**src/rtl/token_gate_controller.sv**
```systemverilog
// Token-gated access controller: token check with lockout, then two-deep capture of TimeData words.
// Latency: one clock from confirm to data_P/data_valid; granted two clocks after request with a matching token.
// Backpressure: none; confirm in GRANT captures every clock. Optional STICKY_LOCK_EN holds LOCK until reset.
module token_gate_controller #(
   parameter int TOKEN_W      = 3,
   parameter int DATA_W       = 8,
   parameter int MAX_TRIES    = 3,
   parameter int LOCK_CYCLES  = 16,
   parameter int AUTH_TIMEOUT = 8
) (
   input  logic                           clock,
   input  logic                           reset,
   input  logic [TOKEN_W-1:0]             system_token,
   input  logic                           request,
   input  logic                           confirm,
   input  logic [TOKEN_W-1:0]             user_token,
   input  logic [DATA_W-1:0]              TimeData,
   output logic [DATA_W-1:0]              data_P,
   output logic [DATA_W-1:0]              data_Q,
   output logic                           data_valid,
   output logic                           granted,
   output logic                           locked,
   output logic [$clog2(MAX_TRIES+1)-1:0] fail_cnt
);

   localparam int FW = $clog2(MAX_TRIES + 1);
   // Timer widths collapse to one bit when the limit is 1 so the vectors stay legal.
   localparam int AW = (AUTH_TIMEOUT > 1) ? $clog2(AUTH_TIMEOUT) : 1;

   typedef enum logic [1:0] {IDLE, AUTH, GRANT, LOCK} state_t;

   state_t          state, state_nxt;
   logic [AW-1:0]   auth_tmr, auth_tmr_nxt;
   logic [FW-1:0]   fail_cnt_nxt;
   logic [FW-1:0]   fail_inc;
   logic            cap;

`ifndef STICKY_LOCK_EN
   localparam int LW = (LOCK_CYCLES > 1) ? $clog2(LOCK_CYCLES) : 1;
   logic [LW-1:0]   lock_tmr, lock_tmr_nxt;

   // Lockout timer, restarted on every entry into LOCK.
   always_ff @(posedge clock or negedge reset) begin
      if (!reset) lock_tmr <= '0;
      else        lock_tmr <= lock_tmr_nxt;
   end
`endif

   assign fail_inc = fail_cnt + 1'b1;

   // State, AUTH timer and failure counter registers.
   always_ff @(posedge clock or negedge reset) begin
      if (!reset) begin
         state    <= IDLE;
         auth_tmr <= '0;
         fail_cnt <= '0;
      end else begin
         state    <= state_nxt;
         auth_tmr <= auth_tmr_nxt;
         fail_cnt <= fail_cnt_nxt;
      end
   end

   // Next-state logic; AUTH priority is request drop, then token confirm, then timeout.
   always_comb begin
      state_nxt    = state;
      auth_tmr_nxt = auth_tmr;
      fail_cnt_nxt = fail_cnt;
      cap          = 1'b0;
`ifndef STICKY_LOCK_EN
      lock_tmr_nxt = lock_tmr;
`endif
      case (state)
         IDLE: begin
            if (request) begin
               state_nxt    = AUTH;
               auth_tmr_nxt = '0;
            end
         end
         AUTH: begin
            if (!request) begin
               state_nxt = IDLE;
            end else if (confirm) begin
               if (user_token == system_token) begin
                  state_nxt    = GRANT;
                  fail_cnt_nxt = '0;
               end else begin
                  fail_cnt_nxt = fail_inc;
                  if (fail_inc == FW'(MAX_TRIES)) begin
                     state_nxt = LOCK;
`ifndef STICKY_LOCK_EN
                     lock_tmr_nxt = '0;
`endif
                  end else begin
                     auth_tmr_nxt = '0;
                  end
               end
            end else if (auth_tmr == AW'(AUTH_TIMEOUT - 1)) begin
               // Timeout is not a failed try: fail_cnt is left alone.
               state_nxt = IDLE;
            end else begin
               auth_tmr_nxt = auth_tmr + 1'b1;
            end
         end
         GRANT: begin
            if (!request)     state_nxt = IDLE;
            else if (confirm) cap       = 1'b1;
         end
         LOCK: begin
`ifndef STICKY_LOCK_EN
            if (lock_tmr == LW'(LOCK_CYCLES - 1)) begin
               state_nxt    = IDLE;
               fail_cnt_nxt = '0;
            end else begin
               lock_tmr_nxt = lock_tmr + 1'b1;
            end
`endif
         end
         default: state_nxt = IDLE;
      endcase
   end

   // Two-deep capture history; values persist after leaving GRANT.
   always_ff @(posedge clock or negedge reset) begin
      if (!reset) begin
         data_P     <= '0;
         data_Q     <= '0;
         data_valid <= 1'b0;
      end else begin
         data_valid <= cap;
         if (cap) begin
            data_Q <= data_P;
            data_P <= TimeData;
         end
      end
   end

   assign granted = (state == GRANT);
   assign locked  = (state == LOCK);

endmodule

```
**config.mk**
```make
export PLATFORM = sky130hd
export DESIGN_NAME = token_gate_controller
export DESIGN_NICKNAME = d
export VERILOG_FILES = /design/src/rtl/token_gate_controller.sv
export SDC_FILE = /design/constraint.sdc
export NUM_CORES = 1
export LEC_CHECK = 0
export ABC_AREA = 1
export ABC_CLOCK_PERIOD_IN_PS = 1600
export CORE_ASPECT_RATIO = 1.4
export CORE_MARGIN = 1.5
export CORE_UTILIZATION = 47
export CTS_CLUSTER_SIZE = 14
export DETAILED_ROUTE_END_ITERATION = 8
export PLACE_DENSITY = 0.78
export SLEW_MARGIN = 15
export SYNTH_ARGS = -nofsm -noshare
export SYNTH_HDL_FRONTEND = slang
export SYNTH_SLANG_ARGS = --single-unit
export TNS_END_PERCENT = 1
```
**constraint.sdc**
```tcl
create_clock -name clock -period 1.6 [get_ports clock]
set_clock_uncertainty 0.2 [all_clocks]
set_input_delay 0.16 -clock clock [delete_from_list [all_inputs] [get_ports clock]]
set_output_delay 0.16 -clock clock [all_outputs]
set_load 0.01 [all_outputs]
```
Word-level counts from Yosys, hierarchy flattened
Cells that the tools add are included.
- flip-flop bits (word level): 28
- bits in latches: 0
- memory bits (writable): 0
- bits in read-only memories: 0
- logic and storage cells: 66
- memories kept: 0
- add/subtract/negate cells: 3
- $mul: 0
- div/mod/pow operators: 0
- order comparisons: 0
- eq/ne operators: 20
- shift-type cells: 0
- mux-type cells: 29
- bitwise operators: 0
- reductions and logical operators: 7
- operators by type and width (kind ; count):
    $mux 2 ; 11
    $mux 4 ; 5
    $mux 3 ; 6
    $ne 2x2->1 const B ; 7
    $reduce_and 6->1 ; 2
    $ne 3x3->1 const B ; 3
    $pmux 2 s4 ; 1
    $pmux 4 s2 ; 1
    $eq 2x2->1 const B ; 3
    $pmux 3 s2 ; 1
    $ne 5x5->1 const B ; 1
    $reduce_and 5->1 ; 1
    $add 4x1->4 const B ; 1
    $eq 4x4->1 const B ; 1
    $ne 4x4->1 const B ; 1
    $pmux 2 s2 ; 1
    $reduce_and 4->1 ; 1
    $reduce_bool 2->1 ; 2
    $add 3x1->3 const B ; 1
    $eq 3x3->1 ; 1
    $eq 3x3->1 const B ; 1
    $mux 1 ; 3
    $add 2x1->2 const B ; 1
    $eq 2x1->1 const B ; 1
    2 further kinds ; 2

Logic depth before layout (Yosys ltp)
Gate-level depths: netlist of run 1.
- depth in word-level cells: 7
- mapped depth: 9

Worst setup path before layout of run 1
OpenSTA, ideal clock, no wires.
- path kind: register to register
- from: register auth_tmr[0]
- to: register state[0]
- setup time: 0.117 ns
- arrival time: 1.191 ns
- required time: 1.283 ns
- path slack: 0.092 ns
- stages on the path, launching flop included: 9
- buffers on the path: 0
- clock period less this slack: 1.508 ns
- cells stage by stage: dfrtp_1 ha_1 ha_1 inv_1 nand2_1 o21ai_1 a21oi_2 nand3_1 nand2_1
- word-level cells in the longest chain between the ends: 3
- RTL lines (element ; line ; text):
    start: declaration ; 33 ; logic [AW-1:0] auth_tmr, auth_tmr_nxt;
    start signal: assignment ; 59 ; auth_tmr <= auth_tmr_nxt;
    $eq 3x3->1 ; 98 ; end else if (auth_tmr == AW'(AUTH_TIMEOUT - 1)) begin
    $ne 4x4->1 (no source line) ; -- ;
    $reduce_and 5->1 (no source line) ; -- ;
    end signal: assignment ; 58 ; state <= state_nxt;
    end: declaration ; 32 ; state_t state, state_nxt;
No other way between the ends.
A chain may end at the register's enable or synchronous reset.

Worst setup path in the final report of run 1
- from: register auth_tmr[0]
- to: register state[1]
The elaborated chain is that of the path after synthesis.

==> results of run 1 <==
[area by class of cell]
type / count / area, um^2 / area share [%]
tap: 37 / 46.3 / 2.24
clock buffer: 3 / 41.3 / 2.00
multi-input combinational: 120 / 676 / 32.6
sequential: 28 / 701 / 33.9
clock inverter: 1 / 30.0 / 1.45
timing repair buffer: 52 / 489 / 23.6
inverter: 23 / 86.3 / 4.17
[timing repair]
action                                  CTS  global route
gates resized for setup                   5            11
endpoints found under the setup margin    8            11
buffers inserted                          1             0
pin swaps                                 0             5
cloned                                    0             0
[critical path: stages (launching register included)]
cell	delay, ns
dfrtp_1	0.41
ha_2	0.19
ha_4	0.16
inv_2	0.06
nand2_2	0.05
o21ai_2	0.16
a21oi_2	0.09
nand2_1	0.10
nand2_1	0.08
nand2_1	0.07
[cells in the final DEF, fill, tap and decap left out, drive strengths merged, types with 4 or more instances in the layout]
cell type      netlist  routed
inv                 23      23
clkdlybuf4s50        0      32
nor2                 7       7
dfrtp               28      28
o21ai                9       9
buf                  2      14
a21oi                4       4
nand3                8       8
nand2               80      80
ha                   4       4
nand4                4       4
[worst max path at each step]
stage | from | endpoint | cells past startpoint
6_report | auth_tmr[0] | state[1] | 9
5_1_grt | auth_tmr[0] | state[1] | 9
4_1_cts | auth_tmr[0] | auth_tmr[2] | 5
3_5_place_dp | system_token[1] | state[1] | 7
3_3_place_gp | confirm | lock_tmr[0] | 8
2_1_floorplan | auth_tmr[0] | state[0] | 8
[power by group through the flow]
stage	logic [uW]	registers (uW)	clock network (uW)
6_report	1430	1170	551
5_1_grt	1590	1200	584
4_1_cts	1420	1170	564
3_5_place_dp	1400	1190	0
3_3_place_gp	1350	1170	0
2_1_floorplan	605	1260	0
[per-stage QoR]
step | std cells | instance area (um^2) | TNS (ns) | worst slack [ns] | hold slack [ns]
2_1_floorplan | 173 | 1450 | 0 | 0.0924 | -0.336
3_3_place_gp | 259 | 1950 | -0.345 | -0.0462 | 0.254
3_5_place_dp | 259 | 1950 | -0.826 | -0.106 | 0.268
4_1_cts | 264 | 2040 | -0.0212 | -0.0117 | 0.0751
5_1_grt | 264 | 2070 | -0.392 | -0.151 | 0.106
6_report | 264 | 2070 | -0.0213 | -0.0213 | 0.0586
[flip-flops by register name, indices dropped and copies added (netlist names)]
name,flops
lock_tmr,4
auth_tmr,3
data_valid,1
data_Q,8
state,2
fail_cnt,2
data_P,8
[layer usage]
layer  GRT usage, %  up-vias  share of wire, %
met2           40.0       32                56
li1               -      643                 -
met3           3.23        6               3.7
met1           21.4      646                39
met5              0        -                 0
met4           8.33        0               1.4
[logic make-up (layout without fill, tap and decap cells)]
logic type,count (synthesis),count (layout),share of synthesized area (%)
fa+ha+maj,4,4,3.46
xor+xnor,2,2,1.73
buf+inv,25,79,7.26
simple gates,100,100,33.7
compound gates,14,14,5.45
flops,28,28,48.4
==> impl_metrics.json, run 1 <==
{
  "cp.required_ns": 1.61,
  "totalPowerFinal_uw": 3160,
  "clkPwrFrac_pct": 17.5,
  "start_util_pct": 49.8,
  "n_fill_cell": 232,
  "synthesis.area_mm2": 0.00145,
  "h-tree-depth": 1,
  "p_leak_uw": 0.00112,
  "clock-sinks": 28,
  "numCtsBuffers": 3,
  "grt_use_total_pct": 20.3,
  "grt_pass1_vias": 1317,
  "drt_iter0_drc": 22,
  "die_x_um": 49.9,
  "fmax_ghz": 0.617,
  "combPwrFrac_pct": 45.4,
  "yosys_register_bits": 28,
  "grt_overflow_total": 0,
  "setup_ws_ns": -0.0213,
  "gp_congestion": 0.855,
  "synthToLayoutAreaGrowth_pct": 43.0,
  "violations": "setup timing",
  "hold_class": "input port to async pin",
  "synth.area.top_cells": "dfrtp_1 48%, nand2_1 19%, inv_1 5.2%, ha_1 3.5%, nand2_4 2.3%",
  "routed_wl_mm": 3.33,
  "ant_nets": 0,
  "ios": 39,
  "grt_pass1_wl_mm": 5.33,
  "ys_seq_area_share_pct": 48.4,
  "drive_above_1_share_pct": 18.9,
  "fin_util_pct": 71.2,
  "critPathKind": "register to register",
  "antenna_found_initial": 0,
  "final_nets": 250,
  "ys.flop_type": "dfrtp_1",
  "drc": 0,
  "die_y_um": 68.7,
  "clock_path_buffers": 2,
  "postCtsHoldBufs": 0,
  "ys.warnings.count": 0,
  "synth_commonest_cells": "75 x nand2_1, 28 x dfrtp_1, 20 x inv_1",
  "hold_viol_final": 0,
  "reg2reg_to": "state[1]",
  "yosysTopAreaCellShare_pct": 48.4,
  "p_int_uw": 2010,
  "cts_tree": "built",
  "relSlewSlack_pct": 76.2,
  "yosysMostFrequentCell": "nand2_1",
  "yosysUniqueCellTypes": 26,
  "clockRootBuffer": "clkbuf_8",
  "diodes": 0,
  "fp-row-count": 23,
  "rsz0062_at_grt": "true",
  "power_density_mw_per_mm2": 1530,
  "clkTransAtPathRegs_ns": 0.09,
  "synth_top_area_cell": "dfrtp_1",
  "rrSetupSlack_ns": -0.02,
  "routed_via_density": 5.03,
  "setup_viol": 1,
  "drv_slew": 0,
  "seqPwrFrac_pct": 37.2,
  "vdd_ir_drop_max_uv": 1040,
  "synth_nets": 195,
  "routedWlPerCell_um": 12.6,
  "critPathMaxFanout": 3,
  "io_buffer_count": 38,
  "max-cap-violations": 0,
  "vias": 1327,
  "synth-edff-count": 0,
  "die-area_mm2": 0.00343,
  "p_sw_uw": 1150,
  "synthArstFlopShare_pct": 100,
  "cp-end-kind": "register",
  "critPathLaunchType": "register",
  "clock_latency_ns": 0.27,
  "min_period_over_period_pct": 101,
  "cp.arrival_ns": 1.64,
  "r2r_cells": 9,
  "fin_crit_ns": 1.62,
  "swShare_pct": 36.4,
  "status": "finished with violations",
  "reg2reg_from": "auth_tmr[0]",
  "dp_hpwl_mm": 2.51,
  "core_mm2": 0.00291,
  "dr.pass1.iters": 4,
  "grt_max_degree": 29,
  "avgSynthCellArea_um2": 8.37,
  "worst_slew_pin_slew_ns": 0.356,
  "synth_cells": 173
}
(Power assumes the default switching activity.)
==> run 2: changes to the inputs <==
--- a/config.mk
+++ b/config.mk
@@ -12,7 +12,7 @@
 export CORE_UTILIZATION = 47
 export CTS_CLUSTER_SIZE = 14
 export DETAILED_ROUTE_END_ITERATION = 8
-export PLACE_DENSITY = 0.78
+export PLACE_DENSITY = 0.79
 export SLEW_MARGIN = 15
 export SYNTH_ARGS = -nofsm -noshare
 export SYNTH_HDL_FRONTEND = slang
==> impl_metrics.json, run 2 (synthesis results as in run 1) <==
{
  "status": "finished with violations",
  "violations": "setup timing",
  "dr.pass1.iters": 4,
  "hold_viol_final": 0,
  "drv_slew": 0,
  "clock_path_buffers": 2,
  "grt_max_degree": 29,
  "fp-row-count": 23,
  "die_y_um": 68.7,
  "routed_wl_mm": 3.26,
  "routedWlPerCell_um": 12.2,
  "grt_pass1_wl_mm": 5.27,
  "final_common_cell": "nand2_1",
  "cts_tree": "built",
  "h-tree-depth": 1,
  "cp-end-kind": "register",
  "fmax_ghz": 0.622,
  "p_leak_uw": 0.00115,
  "die-area_mm2": 0.00343,
  "clkTransAtPathRegs_ns": 0.10,
  "critPathKind": "register to register",
  "mostFrequentLayoutCells": "70 x nand2_1, 31 x clkdlybuf4s50_1, 28 x dfrtp_1",
  "whs_ns": 0.0477,
  "postCtsHoldBufs": 0,
  "diodes": 0,
  "reg2reg_from": "auth_tmr[0]",
  "fin_crit_ns": 1.61,
  "relSlewSlack_pct": 76.9,
  "grt_overflow_total": 0,
  "grt_pass1_vias": 1279,
  "rrSetupSlack_ns": -0.009,
  "min_period_over_period_pct": 101,
  "crit_path_start": "auth_tmr[0]",
  "core_mm2": 0.00291,
  "ant_nets": 0,
  "start_util_pct": 49.8,
  "clockRootBuffer": "clkbuf_8",
  "r2r_cells": 9,
  "multi_input_area_um2": 706,
  "vias": 1317,
  "routed_via_density": 4.93,
  "max-cap-violations": 0,
  "critPathMaxFanout": 3,
  "reg2reg_to": "state[1]",
  "synthToLayoutAreaGrowth_pct": 47.3,
  "ios": 39,
  "cp.arrival_ns": 1.63,
  "antenna_found_initial": 0,
  "power_density_mw_per_mm2": 1510,
  "n_fill_cell": 222,
  "dp_hpwl_mm": 2.33,
  "drt_iter0_drc": 47,
  "stdcell_area_mm2": 0.00213,
  "reg_top3": "data_P (8), data_Q (8), lock_tmr (4)",
  "regArea_um2": 701,
  "drive_above_1_share_pct": 21.7,
  "hold_class": "input port to async pin",
  "clock_latency_ns": 0.28,
  "numCtsBuffers": 3,
  "final_nets": 253,
  "dpl_cell_area_mm2": 0.00195,
  "io_buffer_count": 38,
  "gp_congestion": 0.793,
  "worst_slew_pin_slew_ns": 0.346,
  "clock-sinks": 28,
  "totalPowerFinal_uw": 3220,
  "tns_ns": -0.00882,
  "rsz0062_at_grt": "true",
  "vdd_ir_drop_max_uv": 953,
  "crit_end": "state[1]",
  "setup_ws_ns": -0.00882,
  "grt_use_total_pct": 20.3,
  "drc": 0,
  "cp.required_ns": 1.62,
  "critPathLaunchType": "register",
  "setup_viol": 1,
  "die_x_um": 49.9
}
## run 2: layout make-up
class                   count  area share (%)
multi-input cells         120            33.1
flip-flops and latches     28            32.9
repair buffers             55            24.4
inverters                  23            4.17
well taps                  37            2.17
clock buffers               3            1.94
clock inverters             1            1.41
## run 2: worst max-delay path: stages, from the launching register on
cell	delay, ns
dfrtp_1	0.43
ha_4	0.18
ha_4	0.16
inv_2	0.06
nand2_2	0.05
o21ai_2	0.15
a21oi_2	0.09
nand2_1	0.10
nand2_1	0.06
nand2_1	0.07
## run 2: through the flow
step | instances | setup slack [ns] | utilization (%)
after global placement | 259 | -0.0215 | 67.2
after floorplan | 173 | 0.0924 | -
final | 267 | -0.00882 | 73.4
after detailed placement | 259 | -0.0633 | 67.2
after CTS | 264 | -0.0362 | 70.2
after global routing | 267 | -0.103 | 73.4
## run 2: power breakdown
group / leakage (uW) / internal (uW) / switching, uW
sequential: 0.000362 / 971 / 201
clock: 0.0000357 / 335 / 230
combinational: 0.000754 / 736 / 746
## run 2: repair_timing
item,in CTS,in global routing
gates resized for setup,7,19
setup buffers,1,4
pin swaps,0,10
hold endpoints to repair,0,0
endpoints found under the setup margin,8,15
## run 2: worst min path at each step
stage               slack [ns]     endpoint  cells after the start      start
finish                    0.05  lock_tmr[2]                      2      reset
global route              0.10  fail_cnt[0]                      2      reset
CTS                       0.07  fail_cnt[0]                      2      reset
detailed placement        0.26    data_Q[1]                      2  data_Q[1]
global placement          0.26    data_Q[3]                      2  data_Q[3]
floorplan                -0.34  auth_tmr[0]                      0      reset
## run 2: per-layer routing
metal	wire length [um]	GRT usage (%)
met1	1220	21.0
met2	1790	39.5
met3	135	2.59
met4	114	11.5
met5	0	0
